[src/rtl/shared_bus_rr_arbiter.sv]
// -----------------------------------------------------------------------------
// shared_bus_rr_arbiter
// Round-robin arbiter sharing one bus/memory port among NUM_REQ requesters.
// Grants are registered (one-hot Grant plus binary GrantIndex). A grant is held
// while the owner keeps its request asserted. Each release is followed by one
// turnaround cycle. A rotating one-hot pointer gives every requester a turn.
// Optional macro ARB_TIMEOUT_EN adds a hold watchdog that revokes a grant
// after TIMEOUT cycles and raises a sticky TimeoutFlag.
// -----------------------------------------------------------------------------
module shared_bus_rr_arbiter #(
   parameter int NUM_REQ = 4,
   parameter int IDX_W   = 2,
   parameter int TIMEOUT = 255
) (
   input  logic               Clock,
   input  logic               Reset,
   input  logic [NUM_REQ-1:0] Request,
   output logic [NUM_REQ-1:0] Grant,
   output logic [IDX_W-1:0]   GrantIndex,
   output logic               GrantValid,
   output logic               Busy,
   output logic               TimeoutFlag
);

   typedef enum logic [1:0] {
      ST_IDLE       = 2'd0,
      ST_GRANT      = 2'd1,
      ST_TURNAROUND = 2'd2
   } state_t;

   localparam logic [NUM_REQ-1:0] ONE = NUM_REQ'(1);

   // Parameter sanity checks, evaluated at elaboration time only.
   if (NUM_REQ < 2 || NUM_REQ > 16) begin : g_bad_num_req
      $error("NUM_REQ must be in 2..16");
   end
   if (IDX_W < $clog2(NUM_REQ)) begin : g_bad_idx_w
      $error("IDX_W too narrow for NUM_REQ");
   end
   if (TIMEOUT < 1 || TIMEOUT > 65535) begin : g_bad_timeout
      $error("TIMEOUT must be in 1..65535");
   end

   state_t             r_state;
   logic [NUM_REQ-1:0] r_grant;
   logic [NUM_REQ-1:0] r_ptr;
   logic [IDX_W-1:0]   r_index;
   logic               r_valid;
   logic               r_busy;

   logic [NUM_REQ-1:0] w_masked_req;
   logic [NUM_REQ-1:0] w_pick_src;
   logic [NUM_REQ-1:0] w_win_onehot;
   logic [IDX_W-1:0]   w_win_idx;
   logic               w_owner_req;
   logic               w_timeout;

   // Requests at or above the pointer take priority; if none, wrap to the
   // lowest set request. Lowest set bit of x is x & -x.
   assign w_masked_req = Request & ~(r_ptr - ONE);
   assign w_pick_src   = (|w_masked_req) ? w_masked_req : Request;
   assign w_win_onehot = w_pick_src & (~w_pick_src + ONE);
   assign w_owner_req  = |(Request & r_grant);

   // Encode the one-hot winner to a binary index.
   always_comb begin
      // NOTE: default first so every path assigns the output; no latch is inferred.
      w_win_idx = '0;
      for (int i = 0; i < NUM_REQ; i++) begin
         if (w_win_onehot[i]) w_win_idx = IDX_W'(i);
      end
   end

`ifdef ARB_TIMEOUT_EN
   logic [15:0] r_hold_cnt;
   logic [16:0] w_cnt_next;
   logic        r_timeout_flag;

   assign w_cnt_next = {1'b0, r_hold_cnt} + 17'd1;
   // Revoke on the edge where the grant has been visible for TIMEOUT cycles.
   assign w_timeout  = (r_state == ST_GRANT) && w_owner_req &&
                       (w_cnt_next >= 17'(TIMEOUT));

   // Hold counter restarts on each new grant; sticky flag on a revoke.
   always_ff @(posedge Clock or posedge Reset) begin
      if (Reset) begin
         r_hold_cnt     <= '0;
         r_timeout_flag <= 1'b0;
      end else begin
         if (r_state == ST_IDLE && |Request) begin
            r_hold_cnt <= '0;
         end else if (r_state == ST_GRANT) begin
            r_hold_cnt <= w_cnt_next[15:0];
         end
         if (w_timeout) r_timeout_flag <= 1'b1;
      end
   end

   assign TimeoutFlag = r_timeout_flag;
`else
   assign w_timeout   = 1'b0;
   assign TimeoutFlag = 1'b0;
`endif

   // Arbitration state machine with registered grant outputs.
   always_ff @(posedge Clock or posedge Reset) begin
      if (Reset) begin
         r_state <= ST_IDLE;
         r_grant <= '0;
         r_index <= '0;
         r_valid <= 1'b0;
         r_busy  <= 1'b0;
         r_ptr   <= ONE;
      end else begin
         // NOTE: non-blocking assignments so all state updates see pre-edge values.
         case (r_state)
            ST_IDLE: begin
               if (|Request) begin
                  r_state <= ST_GRANT;
                  r_grant <= w_win_onehot;
                  r_index <= w_win_idx;
                  r_valid <= 1'b1;
                  r_busy  <= 1'b1;
                  r_ptr   <= {w_win_onehot[NUM_REQ-2:0], w_win_onehot[NUM_REQ-1]};
               end
            end
            ST_GRANT: begin
               if (!w_owner_req || w_timeout) begin
                  r_state <= ST_TURNAROUND;
                  r_grant <= '0;
                  r_index <= '0;
                  r_valid <= 1'b0;
               end
            end
            ST_TURNAROUND: begin
               r_state <= ST_IDLE;
               r_busy  <= 1'b0;
            end
            default: begin
               r_state <= ST_IDLE;
               r_grant <= '0;
               r_index <= '0;
               r_valid <= 1'b0;
               r_busy  <= 1'b0;
            end
         endcase
      end
   end

   assign Grant      = r_grant;
   assign GrantIndex = r_index;
   assign GrantValid = r_valid;
   assign Busy       = r_busy;

endmodule

[config.mk]
export PLATFORM = sky130hd
export DESIGN_NAME = shared_bus_rr_arbiter
export DESIGN_NICKNAME = d
export VERILOG_FILES = /design/src/rtl/shared_bus_rr_arbiter.sv
export SDC_FILE = /design/constraint.sdc
export NUM_CORES = 1
export LEC_CHECK = 0
export CAP_MARGIN = 15
export CORE_MARGIN = 10
export CORE_UTILIZATION = 48
export DETAILED_ROUTE_END_ITERATION = 16
export GPL_TIMING_DRIVEN = 0
export PLACE_DENSITY_LB_ADDON = 0.15
export SYNTH_ARGS = -nofsm -noshare
export SYNTH_HDL_FRONTEND = slang
export SYNTH_SLANG_ARGS = --single-unit
[constraint.sdc]
create_clock -name Clock -period 2.4 [get_ports Clock]
set_input_delay 0.6 -clock Clock [delete_from_list [all_inputs] [get_ports Clock]]
set_output_delay 0.6 -clock Clock [all_outputs]
set_load 0.005 [all_outputs]
==> results.json <==
{
  "status": "complete, no violations",
  "nNetsFinal": 94,
  "synth_compound_area_share_pct": 24.9,
  "die_y_um": 59.4,
  "area_growth_pct": 25.0,
  "cts_buffer_depth": 2,
  "met1_usage_pct": 13.5,
  "die_w_um": 59.4,
  "irDropWorstVdd_mv": 0.698,
  "dr_total_vias": 581,
  "grt-busiest-layer": "met2",
  "synth_top_family_by_area": "compound AO/OA/AOI/OAI gates",
  "hold_ws_ns": 0.479,
  "p_leak_nw": 0.451,
  "hold_buffers": 0,
  "avgViaCountPerCell": 5.70,
  "hold_viol": 0,
  "grt_pass1_wl_um": 2900,
  "path_clk_slew_ns": 0.09,
  "multiInputGateArea_um2": 360,
  "tightest_slew_ns": 0.531,
  "worstPathCellList": "inv_1 > ha_1 > a22oi_1 > nand2_1 > o311ai_4 > nor2b_2 > a22o_1",
  "use_met3_pct": 4.29,
  "swShare_pct": 37.8,
  "p_comb_share_pct": 53.1,
  "clkPwrFrac_pct": 13.5,
  "startpoint_type": "flop",
  "maxCapViolCount": 0,
  "postSynthAreaPerCell_um2": 10.8,
  "yosysWarnings": 0,
  "cp-end-kind": "flop",
  "ys_top_cells_by_area": "dfrtp_1, a21o_1, dfstp_2",
  "synth.net_count": 76,
  "timing.reg2reg.worst_path_depth": 7,
  "slowest_delay_ns": 0.59,
  "routedWlPerCell_um": 16.3,
  "finalCriticalPeriod_ns": 2.26,
  "start_util_pct": 50.0,
  "worstPathArrival_ns": 2.44,
  "synthXorXnorAreaFrac_pct": 1.18,
  "total_power_w": 0.00128,
  "timing.rr.end": "Grant[3]",
  "io_pins": 15,
  "ant_nets": 0,
  "ys_ff_latch": 14,
  "clk_latency_ns": 0.28,
  "crit_path_top_delay_cell": "dfstp_2",
  "antenna_found_initial": 0,
  "port_buffers": 13,
  "timing.rr.start": "r_ptr[0]",
  "root_buffer": "clkbuf_4",
  "fillers": 121,
  "grt_start_max_net_pins": 15,
  "rsz0062_at_grt": "no",
  "seqCellArea_um2": 352,
  "mostFrequentLayoutCells": "dfrtp_1, clkdlybuf4s50_1, a21o_1",
  "crit_path_max_fanout": 5,
  "timing.final.crit_share_pct": 94.3,
  "gp_congestion": 0.874,
  "cts_resized": 0,
  "rows": 14,
  "synthesis.area_um2": 744,
  "crit_path_start": "r_ptr[0]",
  "dr.first_iter.drc_count": 10,
  "timing.fmax_mhz": 442,
  "grt_pass1_vias": 599,
  "critPathRequiredTime_ns": 2.58,
  "ff2ff_setup_slack_ns": 0.14,
  "p_int_w": 0.000799,
  "core_mm2": 0.00149,
  "worstSetupPathType": "reg -> reg",
  "grt_overflow_total": 0,
  "hp-class": "reg -> reg",
  "yosysTopAreaCell": "dfrtp_1",
  "hpwl_um": 1260,
  "power_density_mw_per_mm2": 1380,
  "yosysSeqAreaShare_pct": 47.2,
  "cts_tree": "built",
  "synthSimpleGateAreaFrac_pct": 16.8,
  "die-area_mm2": 0.00353,
  "drive_gt1_share_pct": 14.0,
  "antenna_cells": 0,
  "cts_setup_buffers": 0,
  "numCtsBuffers": 3,
  "htreeDepth": 1,
  "syn_inst": 69,
  "timing.final.max_slew_violations": 0,
  "yosysTopAreaCellShare_pct": 43.7,
  "drc_errors": 0,
  "crit_end": "Grant[3]",
  "cts_sinks": 14,
  "seq_power_share_pct": 33.4,
  "synth_mux_area_share_pct": 3.36,
  "setup_viol": 0,
  "routed_wl_um": 1660,
  "synth_cell_type_count": 35,
  "fin_skew_ns": 0.00316,
  "grtUsageMet2_pct": 16.0,
  "first_pass_iters": 4,
  "grtUsageTotal_pct": 10.7,
  "worst_slew_margin_rel_pct": 64.6,
  "p_switching_w": 0.000485,
  "yosys.area_share.adder_pct": 1.68
}
cell usage after synthesis:
library cell   n
or3_1          2
conb_1         1
a21o_1         8
a21oi_1        1
nand2_1        3
a22o_1         3
nor3_1         1
a211oi_1       1
a22oi_1        1
nor4_1         1
nor3_2         1
o311ai_4       1
nor2b_2        1
dfstp_2        1
and2_1         3
a41oi_1        1
a221oi_1       1
nand3b_1       1
nor3b_1        1
buf_2          2
and3b_1        1
ha_1           1
and2_0         1
nor2b_1        3
o21ai_1        1
nor2_1         1
inv_1          4
o21ai_0        3
mux2_4         1
buf_4          1
o2bb2ai_1      1
mux2i_1        1
xnor2_1        1
a31oi_1        1
dfrtp_1       13
layout make-up:
| class | instances | area share [%] |
|---|---|---|
| Multi-Input combinational cell | 48 | 38.7 |
| Sequential cell | 14 | 37.8 |
| Timing Repair Buffer | 13 | 14.0 |
| Clock buffer | 4 | 3.90 |
| Tap cell | 16 | 2.15 |
| Buffer | 3 | 1.88 |
| Inverter | 4 | 1.61 |
power by group through the flow:
stage / clock network [W] / registers [W] / logic [W]
finish: 0.000173 / 0.000428 / 0.000682
global route: 0.000187 / 0.000446 / 0.000760
CTS: 0.000177 / 0.000430 / 0.000689
detailed placement: 0 / 0.000435 / 0.000680
global placement: 0 / 0.000432 / 0.000672
floorplan: 0 / 0.000422 / 0.000472
routing by layer:
metal  part of all wire, %  up-vias
met2                    49       14
met3                   6.4        5
met1                    43      278
li1                      -      284
met5                     0        -
met4                   1.7        0
critical path, delay by kind of cell, from the launching register on:
kind                       cells  cell delay [ns]
AOI/OAI and AO/OA              3             0.92
DFF                            1             0.59
adders and majority gates      1             0.32
and+or+nand+nor                2             0.27
buffers and inverters          1             0.06
through the flow:
step | cells | worst slack, ns | util [%] | area, um2 | setup TNS (ns)
floorplan | 69 | 0.392 | - | 744 | 0
global placement | 98 | -0.0427 | 60.1 | 895 | -0.161
detailed placement | 98 | -0.0826 | 60.1 | 895 | -0.436
CTS | 102 | 0.163 | 62.5 | 931 | 0
global route | 102 | 0.00709 | 62.5 | 931 | 0
finish | 102 | 0.136 | 62.5 | 931 | 0
worst min path at each step:
stage,from,to,slack [ns],cells past startpoint
6_report,GrantIndex[1],GrantIndex[1],0.48,1
3_5_place_dp,GrantIndex[1],GrantIndex[1],0.47,1
2_1_floorplan,r_ptr[3],r_ptr[3],0.46,1
4_1_cts,GrantIndex[1],GrantIndex[1],0.49,1
5_1_grt,GrantValid,GrantValid,0.51,1
3_3_place_gp,GrantIndex[1],GrantIndex[1],0.46,1
sequential cells by signal (all words and copies together) (netlist names):
register,cells
Busy,1
GrantValid,1
Grant,4
r_state,2
r_ptr,4
GrantIndex,2
cells by family after synthesis:
kind of cell / count (synthesis)
compound gates: 23
xor+xnor: 1
fa+ha+maj: 1
buf+inv: 7
flops: 14
mux: 2
other cells: 1
simple gates: 20
(Power assumes the default switching activity.)
